<file path="src/rtl/adder_ctrl_pkg.sv">
// Shared definitions for the slice-serial adder controller: FSM encoding,
// slice width and index sizing.
package adder_ctrl_pkg;

  localparam int SLICE_W = 2;

  typedef enum logic [1:0] {
    ST_IDLE = 2'd0,
    ST_RUN  = 2'd1,
    ST_DONE = 2'd2
  } state_t;

  // Slice index register width; a single slice still needs one bit.
  function automatic int idx_width(input int slices);
    return (slices > 1) ? $clog2(slices) : 1;
  endfunction

endpackage

</file>
<file path="src/rtl/adder2_cin.sv">
// Combinational 2-bit adder slice with carry-in, shared across all passes.
module adder2_cin
  import adder_ctrl_pkg::*;
(
  input  logic [SLICE_W-1:0] a,
  input  logic [SLICE_W-1:0] b,
  input  logic               cin,
  output logic [SLICE_W-1:0] sum,
  output logic               carry_out
);

  assign {carry_out, sum} = {1'b0, a} + {1'b0, b} + {{SLICE_W{1'b0}}, cin};

endmodule

</file>
<file path="src/rtl/adder_seq_ctrl.sv">
// Sequences one 2-bit adder slice over WIDTH-bit operands, LSB slice first,
// with valid/ready handshakes on both the operand and result sides.
module adder_seq_ctrl
  import adder_ctrl_pkg::*;
#(
  parameter int WIDTH = 8
) (
  input  logic             clk,
  input  logic             rst_n,
  input  logic             in_valid,
  output logic             in_ready,
  input  logic [WIDTH-1:0] in_a,
  input  logic [WIDTH-1:0] in_b,
  input  logic             in_cin,
  output logic             out_valid,
  input  logic             out_ready,
  output logic [WIDTH-1:0] out_sum,
  output logic             out_cout,
  output logic             busy
);

  localparam int SLICES = WIDTH / SLICE_W;
  localparam int IDX_W  = idx_width(SLICES);
  localparam logic [IDX_W-1:0] LAST_IDX = IDX_W'(SLICES - 1);

  if (WIDTH < SLICE_W || (WIDTH % SLICE_W) != 0) begin : g_bad_width
    $error("adder_seq_ctrl: WIDTH must be even and >= 2");
  end

  state_t             state;
  state_t             state_next;
  logic [IDX_W-1:0]   idx;
  logic               carry;
  logic [WIDTH-1:0]   a_reg;
  logic [WIDTH-1:0]   b_reg;
  logic [SLICE_W-1:0] slice_a;
  logic [SLICE_W-1:0] slice_b;
  logic [SLICE_W-1:0] slice_sum;
  logic               slice_cout;
  logic               accept;
  logic               last;

  assign accept = in_valid && in_ready;
  assign last   = (idx == LAST_IDX);

  // State register
  always_ff @(posedge clk or negedge rst_n) begin
    if (!rst_n) begin
      state <= ST_IDLE;
    end else begin
      state <= state_next;
    end
  end

  // Next-state logic
  always_comb begin
    state_next = state;
    case (state)
      ST_IDLE: if (in_valid) state_next = ST_RUN;
      ST_RUN:  if (last)     state_next = ST_DONE;
      ST_DONE: if (out_ready) state_next = ST_IDLE;
      default: state_next = ST_IDLE;
    endcase
  end

  // Handshake and status outputs
  always_comb begin
    in_ready  = 1'b0;
    out_valid = 1'b0;
    busy      = 1'b0;
    case (state)
      ST_IDLE: in_ready = 1'b1;
      ST_RUN:  busy = 1'b1;
      ST_DONE: begin
        out_valid = 1'b1;
        busy      = 1'b1;
      end
      default: in_ready = 1'b0;
    endcase
  end

  // Operand capture; only consumed in RUN, so no reset is needed.
  always_ff @(posedge clk) begin
    if (accept) begin
      a_reg <= in_a;
      b_reg <= in_b;
    end
  end

  always_comb begin
    slice_a = '0;
    slice_b = '0;
    for (int i = 0; i < SLICES; i++) begin
      if (idx == IDX_W'(i)) begin
        slice_a = a_reg[i*SLICE_W +: SLICE_W];
        slice_b = b_reg[i*SLICE_W +: SLICE_W];
      end
    end
  end

  adder2_cin u_slice (
    .a         (slice_a),
    .b         (slice_b),
    .cin       (carry),
    .sum       (slice_sum),
    .carry_out (slice_cout)
  );

  // Slice sequencing: carry chains through the register between passes.
  always_ff @(posedge clk or negedge rst_n) begin
    if (!rst_n) begin
      idx      <= '0;
      carry    <= 1'b0;
      out_sum  <= '0;
      out_cout <= 1'b0;
    end else begin
      case (state)
        ST_IDLE: begin
          if (accept) begin
            carry <= in_cin;
            idx   <= '0;
          end
        end
        ST_RUN: begin
          carry <= slice_cout;
          for (int i = 0; i < SLICES; i++) begin
            if (idx == IDX_W'(i)) out_sum[i*SLICE_W +: SLICE_W] <= slice_sum;
          end
          if (last) out_cout <= slice_cout;
          else      idx <= idx + 1'b1;
        end
        default: ;
      endcase
    end
  end

endmodule

</file>
<file path="config.mk">
export PLATFORM = sky130hd
export DESIGN_NAME = adder_seq_ctrl
export DESIGN_NICKNAME = d
export VERILOG_FILES = /design/src/rtl/adder_ctrl_pkg.sv /design/src/rtl/adder2_cin.sv /design/src/rtl/adder_seq_ctrl.sv
export SDC_FILE = /design/constraint.sdc
export NUM_CORES = 1
export LEC_CHECK = 0
export ABC_CLOCK_PERIOD_IN_PS = 2500
export CORE_MARGIN = 8
export CORE_UTILIZATION = 48
export DETAILED_ROUTE_END_ITERATION = 7
export MAX_ROUTING_LAYER = met4
export PLACE_DENSITY_LB_ADDON = 0.2
export SLEW_MARGIN = 40
export SYNTH_ARGS = -nofsm -noshare
export SYNTH_HDL_FRONTEND = slang
export SYNTH_SLANG_ARGS = --single-unit
</file>
<file path="constraint.sdc">
create_clock -name clk -period 2.5 [get_ports clk]
set_input_delay 0.25 -clock clk [delete_from_list [all_inputs] [get_ports clk]]
set_output_delay 0.25 -clock clk [all_outputs]
set_load 0.05 [all_outputs]
</file>
==> results.md, run 1 <==
- The flow ran to the end, and the final reports show no timing, DRC or antenna violations.
- The cell family with the largest share of critical-path delay is adder cells.
- The worst register-to-register path begins at idx[0].
- The worst-case IR drop observed on VDD is 1035 µV.
- The critical path is of the flop to flop type.
- Ranked by total cell area, the synthesized netlist is headed by edfxtp_1, dfrtp_1, ha_1.
- The share of synthesized flip-flops with an asynchronous set or reset is approximately 47%.
- The area of the core region is 2734 µm².
- The chip height is between 60 and 70 µm.
- The number of port buffers is 32.
- Dividing the detail-routed via count by the number of cells gives about 5.3.
- Global routing consumed, over all layers together, 11.92% of the routing resources.
- The layout overhead on the synthesized area is 33.24%.
- After detailed routing, the average wire length per cell comes to 15.01 µm.
- The antenna diode count is 0.
- After legalization and detailed placement, the total HPWL measured 2.087 mm.
- The worst pin sits at a relative slew slack of between 50% and 60%.
- The detail route stage leaves a number of antenna-violating nets equal to 0.
- The global placer's final weighted congestion is 0.7871.
- The average instance in the mapped netlist occupies 12.69 µm².
- For the worst flop-to-flop path, the logic depth is 7.
- The internal power contribution is 0.001366 W.
- The maximum buffer depth of the clock tree is 2.
- The critical path launch point type is a flop.
- The critical path capture point type is a flop.
- In the routed design, unresolved DRC markers number 0.
- Detailed routing inserted a total of 950 vias.
- The critical path goes through buf_4 -> ha_1 -> o31ai_1 -> fa_1 -> inv_1 -> fa_1 -> o21ai_0.
- The power density over the cells is 1324 nW/µm².
- The first-pass GRT wire length is 4.457 mm.
- The cell repeated most along the worst path is fa_1.
- On the final layout, the worst hold slack is ~0.31 ns.
- The worst-case register-to-register setup slack is roughly 0.11 ns.
- Clock latency on the worst-skew pair, taken at its later pin, is 0.33 ns.
- Counting the fill cells in the layout gives between 200 and 250.
- Setup violations remaining at the end of the flow were counted as 0.
- The number of global-route vias before repair was 994.
- The tree built by TritonCTS fans out to 30 sinks.
- The synthesized design devotes to its leading area cell type a little over a third of total area.
- The H-tree generated during clock tree synthesis spans 2 levels.
- The area enclosed by the die boundary is 4820 µm².
- The path category of the worst min-delay check is primary input to asynchronous set/reset pin.
- The tool flagged a number of max-cap violations equal to 0.
- The data required time of the worst path is 2.72 ns.
- The buffering stage count on the worst path with inverters included is 2.
- The sequential area share after synthesis is 60.64%.
- The clock network power share is 12.3%.
- The number of hold violations in the final report is 0.
- The synthesized area is 1370 µm².
- Setup repair after global routing left no endpoint under its margin.
- TritonCTS built the clock tree.
- The violation count after the first detailed-routing iteration is 46.
- The clock input transition at the sequential cells of the worst setup and hold paths is 0.09 ns.
- The post-route clock period utilization is 95.42%.
- The aggregate routed wire length is 2.702 mm.
- The number of slew-limit violations in the final report came to 0.
- The number of CTS-inserted buffers is 5.
- Synthesis produced a netlist with a net count of 138.
- During synthesis, Yosys emitted a total of 0 warnings.
- The width of the die is ~69 µm.
- The share of layout cells above drive strength 1 is roughly 16%.
- The worst-margin pin slew is 0.6569 ns.
- The number of enable flip-flop cells after synthesis is 16.
- Synthesis produced a netlist whose cell count is 108.
- The minimum period implied by the final worst setup slack is approximately 2.4 ns.
- The maximum clock skew at final layout is 0.008892 ns.
- Summed over all failing endpoints, the final setup total negative slack is 0 ns.
- Measured on the finished design, the core utilization comes to approximately two thirds.
- Of the total power, the share spent switching nets is 43.49%.
- The sequential cell fraction of total power is between 30% and 40%.
- Tracing the worst setup path back leads to its startpoint at idx[0].
- The slowest stage of the critical path belongs to the cell fa_1.
- Of all cell types, the one taking the most synthesized area is edfxtp_1.
- The pin count of the biggest net entering global routing is 17.
- The number of I/O pins is 33.
- Per report_power, the combinational group accounts for between 50% and 60% of the total.
- The total congestion overflow after global routing is 0.
- The initial cell density of the core is 50.11%.
- The count of TritonRoute iterations in the first routing pass is 4.
- The maximum frequency from static timing analysis is 0.4192 GHz.
- The combined area of the multi-input logic cells is 513.0 µm².
- Summed over all nets, the switching power comes to 0.001051 W.
- The initial antenna violation count came to 0.
- For this design, the CTS-stage hold fixing added 0 buffers.
- The root buffer selected by CTS is clkbuf_4.
- In this design, the stage delay of the slowest critical-path cell is ~0.61 ns.
- The count of nets after finishing is about 180.
- The row count is 19.
- For this design the static power due to leakage is 0.7376 nW.
- The sequential cells in the finished layout cover a total of 830.8 µm².
- In this run, distinct cell masters in the synthesized netlist total 27.
- The worst register-to-register path ends at out_sum[3].
- In this run the worst path has a maximum fanout of 14.
- In the synthesized netlist the dominant register cell turns out to be edfxtp_1.
- The number of synthesized register bits is 30.
- Data arrives at the worst endpoint at 2.60 ns.
[metrics by stage]
stage	setup slack, ns	instance area, µm²	instances	power [W]
global route	0.01945	1826	180	0.002564
finish	0.1144	1826	180	0.002417
detailed placement	-0.05435	1734	171	0.002079
global placement	0.09202	1734	171	0.002034
CTS	0.01088	1800	180	0.002389
floorplan	0.2016	1370	108	0.001673
[cell usage in the layout, fill, tap and decap left out, types with 2 or more instances in the layout]
master / instances
a31oi_1: 3
o21ai_1: 3
ha_1: 6
nand2b_1: 3
a22o_1: 2
o21ai_0: 6
clkdlybuf4s50_1: 32
nor2b_1: 3
fa_1: 2
edfxtp_1: 16
clkbuf_1: 2
buf_4: 4
dfrtp_1: 14
mux2_2: 5
inv_1: 9
nand3_1: 2
nand2_1: 14
clkbuf_4: 5
a21oi_1: 3
a221oi_2: 2
[worst max path at each step]
stage | cells past startpoint | end | slack, ns
floorplan | 9 | out_sum[7] | 0.20
global placement | 9 | out_sum[1] | 0.09
detailed placement | 9 | out_sum[5] | -0.05
CTS | 9 | out_sum[5] | 0.01
global route | 9 | out_sum[1] | 0.02
finish | 7 | out_sum[3] | 0.11
[cell families (layout without fill, tap and decap cells)]
logic type	Yosys count	after routing	synth area share (%)
fa+ha+maj	9	9	9.315
mux	5	5	4.109
simple gates	27	27	9.773
buf+inv	12	53	3.744
compound gates	25	25	12.42
flops	30	30	60.64
[Yosys cell counts, types with 2 or more instances]
master,count
o31ai_1,2
o21ai_0,9
nand2b_1,3
ha_1,7
a22o_1,2
fa_1,2
buf_2,2
inv_1,9
a221oi_1,2
nand3_1,2
dfrtp_1,14
nor2b_1,3
mux2_2,5
nand2_1,14
a31oi_1,3
a21oi_1,3
edfxtp_1,16
[routing by layer]
| metal | global-route usage (%) | share of wire, % |
|---|---|---|
| met1 | 12.27 | 43 |
| met2 | 18.85 | 50 |
| met3 | 5.722 | 5.8 |
| met4 | 5.467 | 1.3 |
| met5 | - | 0 |
[final cells by class]
class / count / share of cell area (%)
multi-input cells: 66 / 28.10
inverters: 9 / 1.851
flip-flops and latches: 30 / 45.51
repair buffers: 36 / 19.19
clock buffers: 8 / 3.221
well taps: 31 / 2.125
[worst reg2reg max path: cells and delay by family, from the launching register on]
| kind | cells | cell delay [ns] |
|---|---|---|
| DFF | 1 | 0.41 |
| buffers and inverters | 2 | 0.22 |
| AOI/OAI and AO/OA | 2 | 0.46 |
| adders and majority gates | 3 | 1.20 |
[power groups by stage]
stage / registers, W / clock network [W] / logic [W]
4_1_cts: 0.000763 / 0.000304 / 0.00132
3_3_place_gp: 0.000773 / 0 / 0.00126
5_1_grt: 0.000783 / 0.000322 / 0.00146
6_report: 0.000764 / 0.000297 / 0.00136
2_1_floorplan: 0.000981 / 0 / 0.000692
3_5_place_dp: 0.000779 / 0 / 0.00130
[repair_timing]
action,CTS,global route
gates resized for setup,0,8
pin swaps,0,2
endpoints found under the hold margin,0,0
setup endpoints to repair,4,4
setup buffers,1,0
cloned,0,0
Note: power is estimated with default switching activity, not from simulation.
==> run 2: changes to the inputs <==
- CTS_CLUSTER_DIAMETER: unset -> 40
==> results of run 2 <==
The final DEF is identical to that of run 1; final timing and power are the same.
==> run 3: changes to the inputs <==
- ABC_AREA: unset -> 0
==> results of run 3 <==
The final DEF is identical to that of run 1; final timing and power are the same.
